===== config.mk =====
export PLATFORM = sky130hd
export DESIGN_NAME = tail_light_sequencer_flat
export DESIGN_NICKNAME = d
export VERILOG_FILES = /design/src/rtl/tail_light_sequencer_if.sv /design/src/rtl/tail_light_sequencer.sv /design/src/flat_wrapper.sv
export SDC_FILE = /design/constraint.sdc
export NUM_CORES = 1
export LEC_CHECK = 0
export ABC_AREA = 0
export BUFFER_PORTS_ARGS = -buffer_cell sky130_fd_sc_hd__buf_2
export CELL_PAD_IN_SITES_DETAIL_PLACEMENT = 0
export CELL_PAD_IN_SITES_GLOBAL_PLACEMENT = 1
export CORE_ASPECT_RATIO = 1.1
export CORE_MARGIN = 5
export CORE_UTILIZATION = 49
export DETAILED_ROUTE_END_ITERATION = 12
export HOLD_SLACK_MARGIN = 0.08
export PLACE_DENSITY_LB_ADDON = 0.1
export SYNTH_ARGS = -nofsm -noshare
export SYNTH_HDL_FRONTEND = slang
export SYNTH_SLANG_ARGS = --single-unit
export TNS_END_PERCENT = 5

===== constraint.sdc =====
create_clock -name clk -period 2.9 [get_ports clk]
set_input_delay 0.435 -clock clk [delete_from_list [all_inputs] [get_ports clk]]
set_output_delay 0.435 -clock clk [all_outputs]
set_load 0.01 [all_outputs]

===== src/rtl/tail_light_sequencer_if.sv =====
// Tail-light sequencer bundle: dashboard requests in, lamp drives and status out.
// Ports: left/right/hazard/brake requests (level, asynchronous to clk);
//        L1..L3 / R1..R3 lamp drives (1 = innermost), busy, 2-bit mode.
interface tail_light_sequencer_if;
    logic       left;
    logic       right;
    logic       hazard;
    logic       brake;
    logic       L1;
    logic       L2;
    logic       L3;
    logic       R1;
    logic       R2;
    logic       R3;
    logic       busy;
    logic [1:0] mode;

    // Dashboard side: drives requests, observes lamps and status.
    modport master (
        output left, right, hazard, brake,
        input  L1, L2, L3, R1, R2, R3, busy, mode
    );

    // Sequencer side.
    modport slave (
        input  left, right, hazard, brake,
        output L1, L2, L3, R1, R2, R3, busy, mode
    );
endinterface


===== src/rtl/tail_light_sequencer.sv =====
// Turn-signal / hazard / brake sequencer for a six-lamp tail-light cluster.
// Latency: requests reach the FSM after 2 clocks; lamps lag mode/phase by 1 clock.
// Backpressure: none; free-running, paced by an internal prescaler tick.
// Ports: clk, rst (async active-low), tl (slave modport: requests in, lamps/busy/mode out).
module tail_light_sequencer #(
    parameter int TICK_DIV = 4,
    parameter int CNT_W    = 16
) (
    input  logic                  clk,
    input  logic                  rst,
    tail_light_sequencer_if.slave tl
);

    typedef enum logic [1:0] {
        IDLE  = 2'd0,
        LEFT  = 2'd1,
        RIGHT = 2'd2,
        HAZ   = 2'd3
    } mode_e;

    localparam logic [CNT_W-1:0] CNT_LAST = CNT_W'(TICK_DIV - 1);

    // Bit order in the synchroniser vectors: {brake, hazard, right, left}.
    logic [3:0]       sync1_q;
    logic [3:0]       sync2_q;
    logic             left_s;
    logic             right_s;
    logic             hazard_s;
    logic             brake_s;

    logic [CNT_W-1:0] cnt_q;
    logic [CNT_W-1:0] cnt_d;
    logic             tick;

    mode_e            mode_q;
    mode_e            mode_d;
    mode_e            arb_mode;
    logic [1:0]       phase_q;
    logic [1:0]       phase_d;

    // Lamp vector order: {L3, L2, L1, R1, R2, R3}.
    logic [5:0]       lamp_q;
    logic [5:0]       lamp_d;

    assign left_s   = sync2_q[0];
    assign right_s  = sync2_q[1];
    assign hazard_s = sync2_q[2];
    assign brake_s  = sync2_q[3];

    // Both turn requests at once are treated as a hazard request.
    function automatic mode_e arbitrate(input logic l, input logic r, input logic h);
        if (h || (l && r)) begin
            return HAZ;
        end else if (l) begin
            return LEFT;
        end else if (r) begin
            return RIGHT;
        end
        return IDLE;
    endfunction

    always_ff @(posedge clk or negedge rst) begin
        if (!rst) begin
            sync1_q <= '0;
            sync2_q <= '0;
            cnt_q   <= '0;
            mode_q  <= IDLE;
            phase_q <= 2'd0;
            lamp_q  <= '0;
        end else begin
            sync1_q <= {tl.brake, tl.hazard, tl.right, tl.left};
            sync2_q <= sync1_q;
            cnt_q   <= cnt_d;
            mode_q  <= mode_d;
            phase_q <= phase_d;
            lamp_q  <= lamp_d;
        end
    end

    always_comb begin
        tick  = (cnt_q == CNT_LAST);
        cnt_d = tick ? '0 : cnt_q + CNT_W'(1);
    end

    // Mode/phase next state; only advances on a prescaler tick.
    always_comb begin
        mode_d   = mode_q;
        phase_d  = phase_q;
        arb_mode = arbitrate(left_s, right_s, hazard_s);
        if (tick) begin
            unique case (mode_q)
                IDLE: begin
                    mode_d  = arb_mode;
                    phase_d = (arb_mode != IDLE) ? 2'd1 : 2'd0;
                end
                LEFT, RIGHT: begin
                    if (hazard_s) begin
                        // Hazard preempts a running turn sequence immediately.
                        mode_d  = HAZ;
                        phase_d = 2'd1;
                    end else if (phase_q == 2'd1 || phase_q == 2'd2) begin
                        phase_d = phase_q + 2'd1;
                    end else if (phase_q == 2'd3) begin
                        phase_d = 2'd0;
                    end else begin
                        // Direction changes and releases only land at phase 0.
                        mode_d  = arb_mode;
                        phase_d = (arb_mode != IDLE) ? 2'd1 : 2'd0;
                    end
                end
                HAZ: begin
                    if (phase_q == 2'd1) begin
                        phase_d = 2'd0;
                    end else begin
                        mode_d  = arb_mode;
                        phase_d = (arb_mode != IDLE) ? 2'd1 : 2'd0;
                    end
                end
                default: begin
                    mode_d  = IDLE;
                    phase_d = 2'd0;
                end
            endcase
        end
    end

    // Lamp decode of the current state; registered, so lamps trail mode/phase by one clock.
    always_comb begin
        lamp_d = {6{brake_s}};
        unique case (mode_q)
            LEFT: begin
                unique case (phase_q)
                    2'd1:    lamp_d[5:3] = 3'b001;
                    2'd2:    lamp_d[5:3] = 3'b011;
                    2'd3:    lamp_d[5:3] = 3'b111;
                    default: lamp_d[5:3] = 3'b000;
                endcase
            end
            RIGHT: begin
                unique case (phase_q)
                    2'd1:    lamp_d[2:0] = 3'b100;
                    2'd2:    lamp_d[2:0] = 3'b110;
                    2'd3:    lamp_d[2:0] = 3'b111;
                    default: lamp_d[2:0] = 3'b000;
                endcase
            end
            HAZ: begin
                // Brake is deliberately ignored while flashing hazards.
                lamp_d = {6{phase_q == 2'd1}};
            end
            default: begin
                lamp_d = {6{brake_s}};
            end
        endcase
    end

    assign tl.L3   = lamp_q[5];
    assign tl.L2   = lamp_q[4];
    assign tl.L1   = lamp_q[3];
    assign tl.R1   = lamp_q[2];
    assign tl.R2   = lamp_q[1];
    assign tl.R3   = lamp_q[0];
    assign tl.busy = (mode_q != IDLE);
    assign tl.mode = mode_q;

endmodule

===== src/flat_wrapper.sv =====
// flat-port wrapper written by rule: the top's interface ports become plain ports
module tail_light_sequencer_flat 
#(
    parameter int TICK_DIV = 4,
    parameter int CNT_W    = 16
)
  (clk, rst, tl_left, tl_right, tl_hazard, tl_brake, tl_L1, tl_L2, tl_L3, tl_R1, tl_R2, tl_R3, tl_busy, tl_mode);
  tail_light_sequencer_if tl_i ();
  input  logic clk;
  input  logic rst;
  input wire logic [$bits(tl_i.left)-1:0] tl_left;
  input wire logic [$bits(tl_i.right)-1:0] tl_right;
  input wire logic [$bits(tl_i.hazard)-1:0] tl_hazard;
  input wire logic [$bits(tl_i.brake)-1:0] tl_brake;
  output wire logic [$bits(tl_i.L1)-1:0] tl_L1;
  output wire logic [$bits(tl_i.L2)-1:0] tl_L2;
  output wire logic [$bits(tl_i.L3)-1:0] tl_L3;
  output wire logic [$bits(tl_i.R1)-1:0] tl_R1;
  output wire logic [$bits(tl_i.R2)-1:0] tl_R2;
  output wire logic [$bits(tl_i.R3)-1:0] tl_R3;
  output wire logic [$bits(tl_i.busy)-1:0] tl_busy;
  output wire logic [$bits(tl_i.mode)-1:0] tl_mode;
  assign tl_i.left = tl_left;
  assign tl_i.right = tl_right;
  assign tl_i.hazard = tl_hazard;
  assign tl_i.brake = tl_brake;
  assign tl_L1 = tl_i.L1;
  assign tl_L2 = tl_i.L2;
  assign tl_L3 = tl_i.L3;
  assign tl_R1 = tl_i.R1;
  assign tl_R2 = tl_i.R2;
  assign tl_R3 = tl_i.R3;
  assign tl_busy = tl_i.busy;
  assign tl_mode = tl_i.mode;
  tail_light_sequencer #(.TICK_DIV(TICK_DIV), .CNT_W(CNT_W)) u_core (.clk(clk), .rst(rst), .tl(tl_i));
endmodule

Yosys cells after proc, flatten, opt, wreduce, memory -nomap -nowiden
Index checks and enable logic that the tools add are counted.
{ "classes": {"mux": 23, "n_eq_ne": 10, "n_reduce_logical": 8, "n_addsub": 2} }
{ "op_table": {"columns": ["cell", "n"], "rows": [
  ["two-way mux 2 bit", 12],
  ["case mux 3 bit (3 select lines)", 2],
  ["adder 16 x 1 -> 16 bit (second input constant)", 1],
  ["equality test 16 x 2 -> 1 bit (second input constant)", 1],
  ["two-way mux 16 bit", 1],
  ["case mux 2 bit (3 select lines)", 2],
  ["case mux 3 bit (2 select lines)", 2],
  ["equality test 2 bit (second input constant)", 4],
  ["!= test 3 x 2 -> 1 bit (second input constant)", 2],
  ["equality test 2 x 1 -> 1 bit (second input constant)", 2],
  ["two-way mux 1 bit", 4],
  ["AND reduction 4 bit", 1],
  ["nonzero test 2 bit", 2],
  ["adder 2 x 1 -> 2 bit (second input constant)", 1],
  ["zero test 2 bit", 1],
  ["logical OR 1 bit", 2],
  ["!= test 2 bit (second input constant)", 1],
  ["OR reduction 2 bit", 1],
  ["logical AND 1 bit", 1]
]} }
{ "word_totals": {"in_bits": 6, "output_inout_bits": 9, "ff_bits": 34} }

Depth between registers and ports, before layout
Gate-level depths: netlist of run 1.
{ "depth": {"ltp_word": 10, "mapped_depth": 6} }

Worst setup path before layout of run 1
Ideal clock, no wire load.
{ "synth_path": {"path_kind": "reg2reg", "startpoint": "register u_core.cnt_q[0]", "endpoint": "register u_core.phase_q[1]", "setup_time_ps": 83, "setup_slack_ps": 1322, "arrival_ps": 1495, "path_buffers": 0, "t_required_ps": 2817, "period_less_slack_ps": 1578, "stages_incl_launch_ff": 6, "path_cell_list": "dfrtp_1 > ha_1 > nor4b_2 > nand4_1 > or4b_1 > o21ai_0"} }
{ "synth_between": {"elab_chain_cells": 1} }
{ "synth_rtl": {"columns": ["element", "line", "source"], "rows": [
  ["start: declaration", "tail_light_sequencer.sv:31", "logic [CNT_W-1:0] cnt_q;"],
  ["start signal: assignment", "tail_light_sequencer.sv:73", "cnt_q <= cnt_d;"],
  ["equality test 16 x 2 -> 1 bit", "tail_light_sequencer.sv:81", "tick = (cnt_q == CNT_LAST);"],
  ["end signal: assignment", "tail_light_sequencer.sv:75", "phase_q <= phase_d;"],
  ["end: declaration", "tail_light_sequencer.sv:38", "logic [1:0] phase_q;"]
]} }
No other way between the ends.
A chain may end at the register's enable or synchronous reset.

Worst setup path in the final report of run 1
Ends and elaborated chain as after synthesis.

==> results.txt, run 1 <==
The met1 layer wirelength in the final routing is 1.09 mm. The maximum clock path buffer count is 2. The average vias per placed instance came out at 5.10. The clock-pin slew reported for the worst setup and hold paths after clock tree synthesis is 0.10 ns.

The number of slew-limit violations in the final report was 0. The post-cts gate resize count is 0. sky130_fd_sc_hd__dfrtp_1 takes more of the synthesized area than any other cell. The routed design uses 106 um of met3 wire. The critical path goes through ha_1 -> nor4b_2 -> nand4_1 -> or4b_1 -> o21ai_0. The count of state elements after synthesis is 34.

In the post-synthesis netlist, the biggest area contributors are sky130_fd_sc_hd__dfrtp_1 (57%), sky130_fd_sc_hd__ha_1 (9.2%), sky130_fd_sc_hd__xnor2_1 (4.7%). The boundary pin count is 15. TritonCTS built the clock tree.

The number of clock buffers inserted by TritonCTS came out at 5. The post-layout total power came out at 1.21 mW. The number of hold buffers added after CTS came out at 0. The run finished with clean final reports. The post-route cell area is 1680 um^2. Headroom to the max-slew limit came out at 52.6%.

The cell count after synthesis is 128. Setup violations remaining at the end of the flow were counted as 0. The aggregate global-route resource usage came out at 12.6%. Of the cells placed in the final design, the portion with a size suffix greater than 1 is 17.3%. The worst slack at placement came out at 1.15 ns. The share of synthesized registers carrying an async set or reset is 100%. After detailed routing, no signal wire sits above met4.

The count of endpoints failing hold in the final timing report is 0. The maximum level of the CTS H-tree came out at 2. The overall die area came out at 4280 um^2. The global-route wire length before repair is 4.08 mm.

Data on the critical path is required at its endpoint by 3.14 ns. The number of enable-type register cells in the synthesized netlist came out at 0. The region available for standard cell placement spans 3000 um^2. The average size of a mapped cell is 11.7 um^2. The post-layout minimum cycle time came out at 1.76 ns. The net count after synthesis is 145. The vias after detailed routing came out at 939. The count of unresolved DRC violations after routing is 0.

The path class of the lowest-slack min-delay path is input port to asynchronous set/reset pin. The final worst slack came out at 1.14 ns. The antenna diode count is 0. After legalization and detailed placement, the total HPWL measured 1.75 mm. The buffers inserted during post-CTS setup optimization is 0. The iteration-0 DRC count of the detailed router is 19. The sequential fraction of the synthesis area is 56.6%. The number of rows in the core area is 21. Once the floorplan was initialized, standard cells occupied 50.2% of the core. The worst setup path is captured at a flip-flop. Across the VDD grid, the largest voltage drop is 499 uV. The net count reported at finish is 166. The first detailed-routing pass took 4 iterations.

The clock insertion delay at the later pin of the skew report is 0.32 ns. The count of buffers added on input and output ports is 14. The largest stage delay on the critical path is 0.53 ns. The floorplan die width is 62.8 um. The leakage component of the power is 0.827 nW. Summed over all nets, wire length on met2 after detailed routing comes to 1.10 mm. The floorplan die height came out at 68.1 um. The via count of the first global-routing pass is 895. Setup repair after global routing left no endpoint under its margin. Based on the critical path, the design can be clocked at up to 569 MHz.

The routability congestion estimate came out at 0.732. The count of nets left with antenna violations after detail routing is 0. The master of the slowest instance on the critical path is sky130_fd_sc_hd__or4b_1.

The critical setup path kind is flip-flop to flip-flop. For this design, the sink count on the clock tree is 34. STA classifies the critical path startpoint as a flip-flop. Adding up every negative setup slack in the final design gives 0 ns. After synthesis the cells add up to 1500 um^2. Entering global routing, the biggest net connects 35 pins. Cells fill 56.0% of the core in the end.

The residual overflow from global routing is 0. The count of yosys warnings during synthesis came out at 0. In this run the clock root is driven by a sky130_fd_sc_hd__clkbuf_4. The maximum fanout encountered on the critical timing path came out at 4. For the final database, setup skew stands at 0.00697 ns. The data arrival time of the critical path is 2.00 ns. The share of the clock period used by the worst path after layout came out at 60.6%. The number of non-filler instances in the completed layout is 184. Dividing total power by cell area gives a power density of 721 nW/um^2. Hold timing on the final database bottoms out at a slack of 0.153 ns. The top flip-flop cell by instance count after synthesis is sky130_fd_sc_hd__dfrtp_1. In this run, placement finished with an instance count of 176. The average detailed-routed wire length per instance came out at 12.7 um. The area share of the leading cell type in the synthesized netlist is 56.6%. The area growth from synthesis to layout came out at 11.5%. The cell area after placement is 1620 um^2. The netlist uses 26 different library cells. The count of max-cap constraint violations came out at 0. The initial antenna violation count is 0. The total wire length came out at 2.33 mm.

For the pin with the worst max-slew slack, the measured transition is 0.711 ns.
cells in the final DEF (no fill, tap or decap), types with 2 or more instances in the layout:
cell	count
sky130_fd_sc_hd__mux2i_1	2
sky130_fd_sc_hd__and4_1	4
sky130_fd_sc_hd__xor2_1	5
sky130_fd_sc_hd__and3_1	3
sky130_fd_sc_hd__clkbuf_4	5
sky130_fd_sc_hd__buf_2	14
sky130_fd_sc_hd__nor2_1	11
sky130_fd_sc_hd__nand2b_1	2
sky130_fd_sc_hd__nand4_1	2
sky130_fd_sc_hd__nor3_1	3
sky130_fd_sc_hd__a21oi_1	3
sky130_fd_sc_hd__xnor2_1	8
sky130_fd_sc_hd__ha_1	11
sky130_fd_sc_hd__nor4_2	2
sky130_fd_sc_hd__nand3_1	5
sky130_fd_sc_hd__nand2_1	13
sky130_fd_sc_hd__dfrtp_1	34
sky130_fd_sc_hd__inv_1	8
sky130_fd_sc_hd__o21ai_0	3
power breakdown:
part / leakage (nW) / internal, mW / switching [mW] / total, mW
clock: 0.0353 / 0.117 / 0.144 / 0.262
combinational: 0.361 / 0.144 / 0.218 / 0.362
sequential: 0.431 / 0.547 / 0.0372 / 0.584
critical path, delay by kind of cell (launching register included):
| family | cells | cell delay (ns) |
|---|---|---|
| AOI/OAI and AO/OA | 1 | 0.09 |
| adders and majority gates | 1 | 0.21 |
| DFF | 1 | 0.40 |
| and+or+nand+nor | 3 | 0.97 |
path summary, 6_finish.rpt:
path | depth (start not counted) | endpoint | from | slack (ns)
setup reg to reg | 5 | u_core.phase_q[1] | u_core.cnt_q[0] | 1.14
min in group clk | 1 | u_core.sync1_q[3] | tl_brake | 0.22
setup / recovery | 5 | u_core.phase_q[1] | u_core.cnt_q[0] | 1.14
hold / removal | 1 | u_core.cnt_q[12] | rst | 0.15
hold reg to reg | 0 | u_core.sync2_q[0] | u_core.sync1_q[0] | 0.36
max in group asynchronous | 1 | u_core.sync2_q[0] | rst | 2.29
flip-flops by register name, summed over array words and instances, names as in the netlist:
signal / count
u_core.sync2_q: 4
u_core.sync1_q: 4
u_core.cnt_q: 16
u_core.phase_q: 2
u_core.tl.mode: 2
u_core.lamp_q: 6
cell usage after synthesis, types with 2 or more instances:
cell type and n:
sky130_fd_sc_hd__and4_1 4, sky130_fd_sc_hd__and3_1 3, sky130_fd_sc_hd__nand2_1 13, sky130_fd_sc_hd__xor2_1 5, sky130_fd_sc_hd__inv_1 8, sky130_fd_sc_hd__o21ai_0 3, sky130_fd_sc_hd__nor4_2 2, sky130_fd_sc_hd__a21oi_1 3
sky130_fd_sc_hd__dfrtp_1 34, sky130_fd_sc_hd__nand4_1 2, sky130_fd_sc_hd__mux2i_1 2, sky130_fd_sc_hd__xnor2_1 8, sky130_fd_sc_hd__ha_1 11, sky130_fd_sc_hd__nor2_1 11, sky130_fd_sc_hd__nand2b_1 2, sky130_fd_sc_hd__nor3_1 3
sky130_fd_sc_hd__nand3_1 5
area by class of cell:
type	instances	area, um^2
fill	271	1320
clock inverter	1	5.00
multi-input combinational	86	623
tap	34	42.5
sequential	34	851
inverter	8	30.0
clock buffer	7	55.1
timing repair buffer	14	70.1
cell families after synthesis:
kind of cell	synth area share, %
and+or+nand+nor	18.1
DFF	56.6
xor gates and xnor gates	7.57
adders and majority gates	9.15
AOI/OAI and AO/OA	4.49
buffers and inverters	2.00
muxes	2.08
routing by layer:
layer / up-vias / track usage, %
li1: 472 / -
met3: 5 / 4.27
met1: 447 / 15.7
met4: 0 / 6.37
met2: 15 / 19.6
met5: - / 0
Power figures use the tool's default switching activity.
==> inputs of run 2 (changes only) <==
--- a/config.mk
+++ b/config.mk
@@ -11,7 +11,7 @@
 export CELL_PAD_IN_SITES_GLOBAL_PLACEMENT = 1
 export CORE_ASPECT_RATIO = 1.1
 export CORE_MARGIN = 5
-export CORE_UTILIZATION = 49
+export CORE_UTILIZATION = 41
 export DETAILED_ROUTE_END_ITERATION = 12
 export HOLD_SLACK_MARGIN = 0.08
 export PLACE_DENSITY_LB_ADDON = 0.1
==> constraint.sdc (replaced) <==
create_clock -name clk -period 1.5 [get_ports clk]
set_input_delay 0.225 -clock clk [delete_from_list [all_inputs] [get_ports clk]]
set_output_delay 0.225 -clock clk [all_outputs]
set_load 0.01 [all_outputs]
==> results.txt, run 2 (synthesis results as in run 1) <==
The flow ran to the end, but the final reports show violations. The final reports fail on negative setup slack. The post-layout minimum cycle time came out at 1.61 ns (-0.147 ns). The register bank with the most flops is u_core.cnt_q. Leaving out fill and tap cells, the most frequent cell in the layout is sky130_fd_sc_hd__dfrtp_1. The top cell types in the final layout, fill and taps aside, are sky130_fd_sc_hd__dfrtp_1 (34), sky130_fd_sc_hd__buf_4 (27), sky130_fd_sc_hd__buf_2 (14).

The iteration-0 DRC count of the detailed router came out at 49 (+30). The worst setup path is launched from a flip-flop. The count of nets left with antenna violations after detail routing is 0 (unchanged). The number of rows in the core area is 23 (+9.5%). The number of slew-limit violations in the final report is 0 (unchanged). The net count reported at finish came to 199 (+20%). The share of the clock period used by the worst path after layout came out at 107% (+47 points). The power density over the cells came to 1520 nW/um^2 (+110%). The total area of sequential cells came to 851 um^2 (unchanged). The total wire length came out at 2.79 mm (+20%). The total setup violations reported at the end of the flow came out at 3 (+3). The leakage component of the power was 1.03 nW (+25%).

The global routing met1 resource utilization is 17.3% (+1.6 points). The clock tree from TritonCTS is done. The initial core utilization is 41.8% (-8.4 points). The number of clock buffers inserted by TritonCTS is 5 (unchanged).

The average detailed-routed wire length per instance came out at 12.0 um (-5.6%). The count of unresolved DRC violations after routing is 0 (unchanged). The worst slack at placement is -0.109 ns (-1.26 ns). The antenna diode count is 0 (unchanged). The HPWL reported at the end of detailed placement is 2.02 mm (+16%).

The fraction of layout cells with a size suffix above 1 was 35.0% (+18 points). The combined area of the multi-input logic cells came out at 659 um^2 (+5.8%). The data arrival time of the critical path came to 1.83 ns (-0.17 ns). The routability congestion estimate is 0.766 (+4.7%). The final worst slack came to -0.110 ns (-1.25 ns). The path class of the lowest-slack min-delay path is flip-flop to flip-flop. The post-route cell area is 2080 um^2 (+24%).

The number of buffers added on ports is 14 (unchanged). The final worst clock skew is 0.00410 ns (-0.00287 ns). In this run the clock root is driven by a sky130_fd_sc_hd__clkbuf_8. The count of max-cap constraint violations is 0 (unchanged).

The first-pass detailed-route iteration total is 4 (unchanged). The clock sink total came out at 34 (unchanged). The floorplan die height is 73.5 um (+8.0%).

The remaining max-slew budget at the tightest pin came out at 72.3% (+20 points). The cell area after placement is 1860 um^2 (+15%). The data required time at the worst endpoint was 1.72 ns (-1.42 ns). The number of flip-flops under the largest register name came out at 16 (unchanged). The critical path goes through ha_2 -> nor4b_4 -> nand4_1 -> or4b_1 -> o21ai_1. The overall die area is 4980 um^2 (+16%).

The clock-pin slew reported for the worst setup and hold paths after clock tree synthesis is 0.07 ns (-0.03 ns). The met2 layer usage reported by global route is 20.0% (+0.44 points). The critical setup path kind is flip-flop to flip-flop. The worst ir drop on vdd came to 916 uV (+84%).

The final-layout fill cell count came out at 313 (+15%). The category of the worst setup path capture point is a flip-flop. The clock insertion delay at the later pin of the skew report is 0.29 ns (-0.03 ns). The aggregate global-route resource usage came out at 13.4% (+0.80 points). The count of endpoints failing hold in the final timing report came out at 0 (unchanged). The residual overflow from global routing is 0 (unchanged).

The maximum fanout encountered on the critical timing path is 4 (unchanged). The boundary pin count is 15 (unchanged). The maximum level of the CTS H-tree came to 2 (unchanged). The met3 track utilization from global routing came to 4.59% (+0.32 points).

The area growth from synthesis to layout is 38.5%. The transition time at the pin with the least slew margin came out at 0.416 ns (-0.295 ns). The via count of the first global-routing pass is 1,060 (+18%).

The maximum clock path buffer count is 2 (unchanged). The master of the slowest instance on the critical path is sky130_fd_sc_hd__or4b_1. The largest stage delay on the critical path is 0.50 ns (-0.03 ns).

The floorplan die width came out at 67.7 um (+7.8%). The global-route wire length before repair is 4.88 mm (+19%). The largest net degree at the start of global routing was 19 (-46%). The largest registers in the layout are u_core.cnt_q x16, u_core.lamp_q x6. The average vias per placed instance came out at 4.61 (-9.8%). The core outline area was 3600 um^2 (+20%). The maximum clock frequency came out at 621 MHz (+9.1%). Setup repair after global routing could not meet its margin everywhere. The initial antenna violation count is 0 (unchanged). The cell family contributing the most delay on the critical path is simple AND/OR/NAND/NOR gates. In this run the most used layer during global routing was met2. The vias after detailed routing is 1,073 (+14%). The number of buffer and inverter instances along the worst setup path is 0 (unchanged).
run 2: report_power, final:
group	switching, mW	internal, mW
clock	0.342	0.665
sequential	0.0691	1.06
combinational	0.538	0.485
total	0.950	2.21
run 2: path summary, 6_finish.rpt:
kind	depth (start not counted)	end	start	slack [ns]
max	5	u_core.phase_q[1]	u_core.cnt_q[0]	-0.11
min	0	u_core.sync2_q[2]	u_core.sync1_q[2]	0.35
max reg2reg	5	u_core.phase_q[1]	u_core.cnt_q[0]	-0.11
min reg2reg	0	u_core.sync2_q[2]	u_core.sync1_q[2]	0.35
max in group asynchronous	3	u_core.cnt_q[6]	rst	0.68
min in group asynchronous	2	u_core.lamp_q[1]	rst	0.40
run 2: area by class of cell:
class                   count  area share, %
flip-flops and latches     34           40.8
clock inverters             3           3.30
multi-input cells          86           31.7
inverters                   8           1.44
well taps                  50           3.00
clock buffers               5           3.30
repair buffers             47           16.5
run 2: layer usage:
layer  vias to the layer above  share of wire (%)
met5                         -                  0
met4                         0                2.2
met3                         6                4.6
met2                        17                 48
met1                       507                 45
li1                        543                  -
run 2: through the flow:
step / hold WS, ns / util, % / TNS (ns) / cells / power [mW]
floorplan: -0.0706 / - / -0.0227 / 128 / 1.62
global placement: 0.180 / 51.6 / -0.137 / 218 / 2.02
detailed placement: 0.190 / 51.6 / -0.306 / 218 / 2.05
CTS: 0.355 / 57.4 / -0.247 / 232 / 3.13
global route: 0.373 / 57.9 / -0.702 / 233 / 3.37
finish: 0.351 / 57.9 / -0.218 / 233 / 3.16
run 2: what timing repair did:
action                                  CTS  global route
pin swaps                                 1             0
gates cloned                              0             0
endpoints found under the hold margin    21             0
buffers inserted                          1             1
hold buffers                              5             0
gates resized for setup                   4             6
endpoints found under the setup margin    5             7
==> inputs of run 3 (changes only) <==
--- a/config.mk
+++ b/config.mk
@@ -15,6 +15,7 @@
 export DETAILED_ROUTE_END_ITERATION = 12
 export HOLD_SLACK_MARGIN = 0.08
 export PLACE_DENSITY_LB_ADDON = 0.1
+export SETUP_SLACK_MARGIN = 0.2
 export SYNTH_ARGS = -nofsm -noshare
 export SYNTH_HDL_FRONTEND = slang
 export SYNTH_SLANG_ARGS = --single-unit
==> results.txt, run 3 (synthesis results as in run 1) <==
The iteration-0 DRC count of the detailed router was 54 (+10%). The leakage component of the power is 1.04 nW (+1.3%). The path class of the tightest hold or removal check is flip-flop to flip-flop. The floorplan die width is 67.7 um (unchanged). The count of nets left with antenna violations after detail routing is 0 (unchanged). The routability congestion estimate is 0.766 (unchanged). The antenna diode count was 0 (unchanged).

The initial core utilization was 41.8% (unchanged). The number of buffers added on ports is 14 (unchanged). The largest net degree at the start of global routing was 19 (unchanged). The final-layout fill cell count is 305 (-2.6%). The HPWL reported at the end of detailed placement came out at 2.02 mm (unchanged).

The floorplan die height is 73.5 um (unchanged). The number of clock buffers inserted by TritonCTS came out at 5 (unchanged). The post-layout total power was 3.26 mW (+3.2%). The number of rows in the core area was 23 (unchanged). The global-route wire length before repair is 4.89 mm (+0.29%).

The fraction of layout cells with a size suffix above 1 came out at 42.1% (+7.1 points). The core outline area is 3600 um^2 (unchanged). The post-layout minimum cycle time came to 1.61 ns (-0.00211 ns).

The tree is rooted in a sky130_fd_sc_hd__clkbuf_8. The number of flip-flops under the largest register name was 16 (unchanged). The maximum fanout encountered on the critical timing path was 4 (unchanged).

The transition time at the pin with the least slew margin is 0.415 ns (-0.000554 ns). The number of slew-limit violations in the final report came to 0 (unchanged). The overall die area came out at 4980 um^2 (unchanged). The net count reported at finish was 199 (unchanged). TritonCTS built the clock tree.

The maximum clock frequency came out at 622 MHz (+0.13%). The library cell used most frequently in the layout, excluding fill and tap cells, is sky130_fd_sc_hd__dfrtp_1. The area growth from synthesis to layout is 43.3%. The setup total negative slack came out at -0.204 ns (+0.0144 ns). The worst ir drop on vdd came to 939 uV (+2.5%). The power density over the cells is 1510 nW/um^2 (-0.25%). The first-pass detailed-route iteration total came out at 4 (unchanged).

The critical setup path kind is flip-flop to flip-flop. The total setup violations reported at the end of the flow came out at 3 (unchanged). The via count of the first global-routing pass is 1,053 (-0.66%).

STA classifies the critical path endpoint as a flip-flop. The aggregate global-route resource usage came out at 13.5% (+0.096 points). The worst setup path is launched from a flip-flop. The data arrival time of the critical path came out at 1.82 ns (about the same). The final worst clock skew was 0.00412 ns (+0.0000191 ns). The data required time at the worst endpoint is 1.72 ns (about the same). The vias after detailed routing is 1,085 (+1.1%). The average detailed-routed wire length per instance came out at 12.3 um (+2.6%). The residual overflow from global routing came out at 0 (unchanged).

The largest registers in the layout are u_core.cnt_q x16, u_core.lamp_q x6. Setup repair after global routing could not meet its margin everywhere. The clock sink total is 34 (unchanged). The count of endpoints failing hold in the final timing report was 0 (unchanged). The maximum clock path buffer count is 2 (unchanged). The clock insertion delay at the later pin of the skew report came out at 0.29 ns (about the same). The final reports fail on negative setup slack. The final worst slack came out at -0.108 ns (+0.00211 ns). The total wire length is 2.86 mm (+2.6%). Counting flops per register, the top entry is u_core.cnt_q.

The count of max-cap constraint violations is 0 (unchanged). In the layout the commonest cells are sky130_fd_sc_hd__dfrtp_1 (34), sky130_fd_sc_hd__buf_4 (26), sky130_fd_sc_hd__buf_2 (13). The count of unresolved DRC violations after routing was 0 (unchanged). The remaining max-slew budget at the tightest pin is 72.3% (about the same). The maximum level of the CTS H-tree came to 2 (unchanged). The initial antenna violation count is 0 (unchanged). The share of the clock period used by the worst path after layout came out at 107% (-0.14 points).

The average vias per placed instance came to 4.66 (+1.1%). The clock-pin slew reported for the worst setup and hold paths after clock tree synthesis came out at 0.07 ns (about the same). The flow ran to the end, but the final reports show violations. The boundary pin count came out at 15 (unchanged).
[run 3: changes by cell type in the layout (fill, tap and decap cells not counted), moves of 2 or more]
cell | previous run | this run
sky130_fd_sc_hd__buf_6 | 0 | 2
sky130_fd_sc_hd__ha_1 | 9 | 6
sky130_fd_sc_hd__a21oi_1 | 3 | 1
sky130_fd_sc_hd__inv_1 | 5 | 3
sky130_fd_sc_hd__ha_4 | 1 | 3
sky130_fd_sc_hd__inv_2 | 3 | 5
sky130_fd_sc_hd__a21oi_2 | 0 | 2
[run 3: through the flow]
step / setup slack (ns) / hold WS, ns / cell area [um^2] / instances / utilization (%)
2_1_floorplan: -0.0227 / -0.0706 / 1520 / 128 / -
3_3_place_gp: -0.0720 / 0.180 / 1860 / 218 / 51.6
3_5_place_dp: -0.109 / 0.190 / 1860 / 218 / 51.6
4_1_cts: -0.122 / 0.355 / 2080 / 232 / 57.9
5_1_grt: -0.190 / 0.373 / 2160 / 233 / 59.9
6_report: -0.108 / 0.351 / 2160 / 233 / 59.9
[run 3: layer usage]
metal  GRT usage (%)  part of all wire, %  vias up
met3            4.59                  5.0        6
met2            20.2                   48       20
met1            17.4                   44      514
met5               0                    0        -
li1                -                    -      545
met4            6.08                  2.1        0
[run 3: final cells by class]
class / count / area (um^2) / area share (%)
Multi-Input combinational cell: 86 / 722 / 33.5
Tap cell: 50 / 62.6 / 2.90
Clock inverter: 3 / 68.8 / 3.19
Clock buffer: 5 / 68.8 / 3.19
Sequential cell: 34 / 851 / 39.5
Timing Repair Buffer: 47 / 353 / 16.4
Inverter: 8 / 30.0 / 1.39
[run 3: worst max-delay path, stage by stage (launching register included)]
cell and delay, ns:
sky130_fd_sc_hd__dfrtp_1 0.37, sky130_fd_sc_hd__ha_2 0.20, sky130_fd_sc_hd__nor4b_4 0.19, sky130_fd_sc_hd__nand4_1 0.20, sky130_fd_sc_hd__or4b_1 0.50, sky130_fd_sc_hd__o21ai_1 0.09
[run 3: what timing repair did]
item	4_1_cts	5_1_grt
resized for setup	13	14
endpoints found under the setup margin	16	20
setup buffers	1	1
hold endpoints to repair	21	0
pin swaps	3	6
hold buffers	5	0
[run 3: worst paths after layout]
path,startpoint,endpoint,slack (ns),cells past startpoint
max,u_core.cnt_q[0],u_core.phase_q[1],-0.11,5
min,u_core.sync1_q[2],u_core.sync2_q[2],0.35,0
max reg2reg,u_core.cnt_q[0],u_core.phase_q[1],-0.11,5
min reg2reg,u_core.sync1_q[2],u_core.sync2_q[2],0.35,0
max in group asynchronous,rst,u_core.cnt_q[6],0.68,3
min in group asynchronous,rst,u_core.lamp_q[1],0.40,2
[run 3: where the power goes]
part | leakage, nW | internal (mW) | switching, mW
Sequential | 0.431 | 1.06 | 0.0802
Clock | 0.0683 | 0.665 | 0.344
Combinational | 0.544 | 0.543 | 0.570
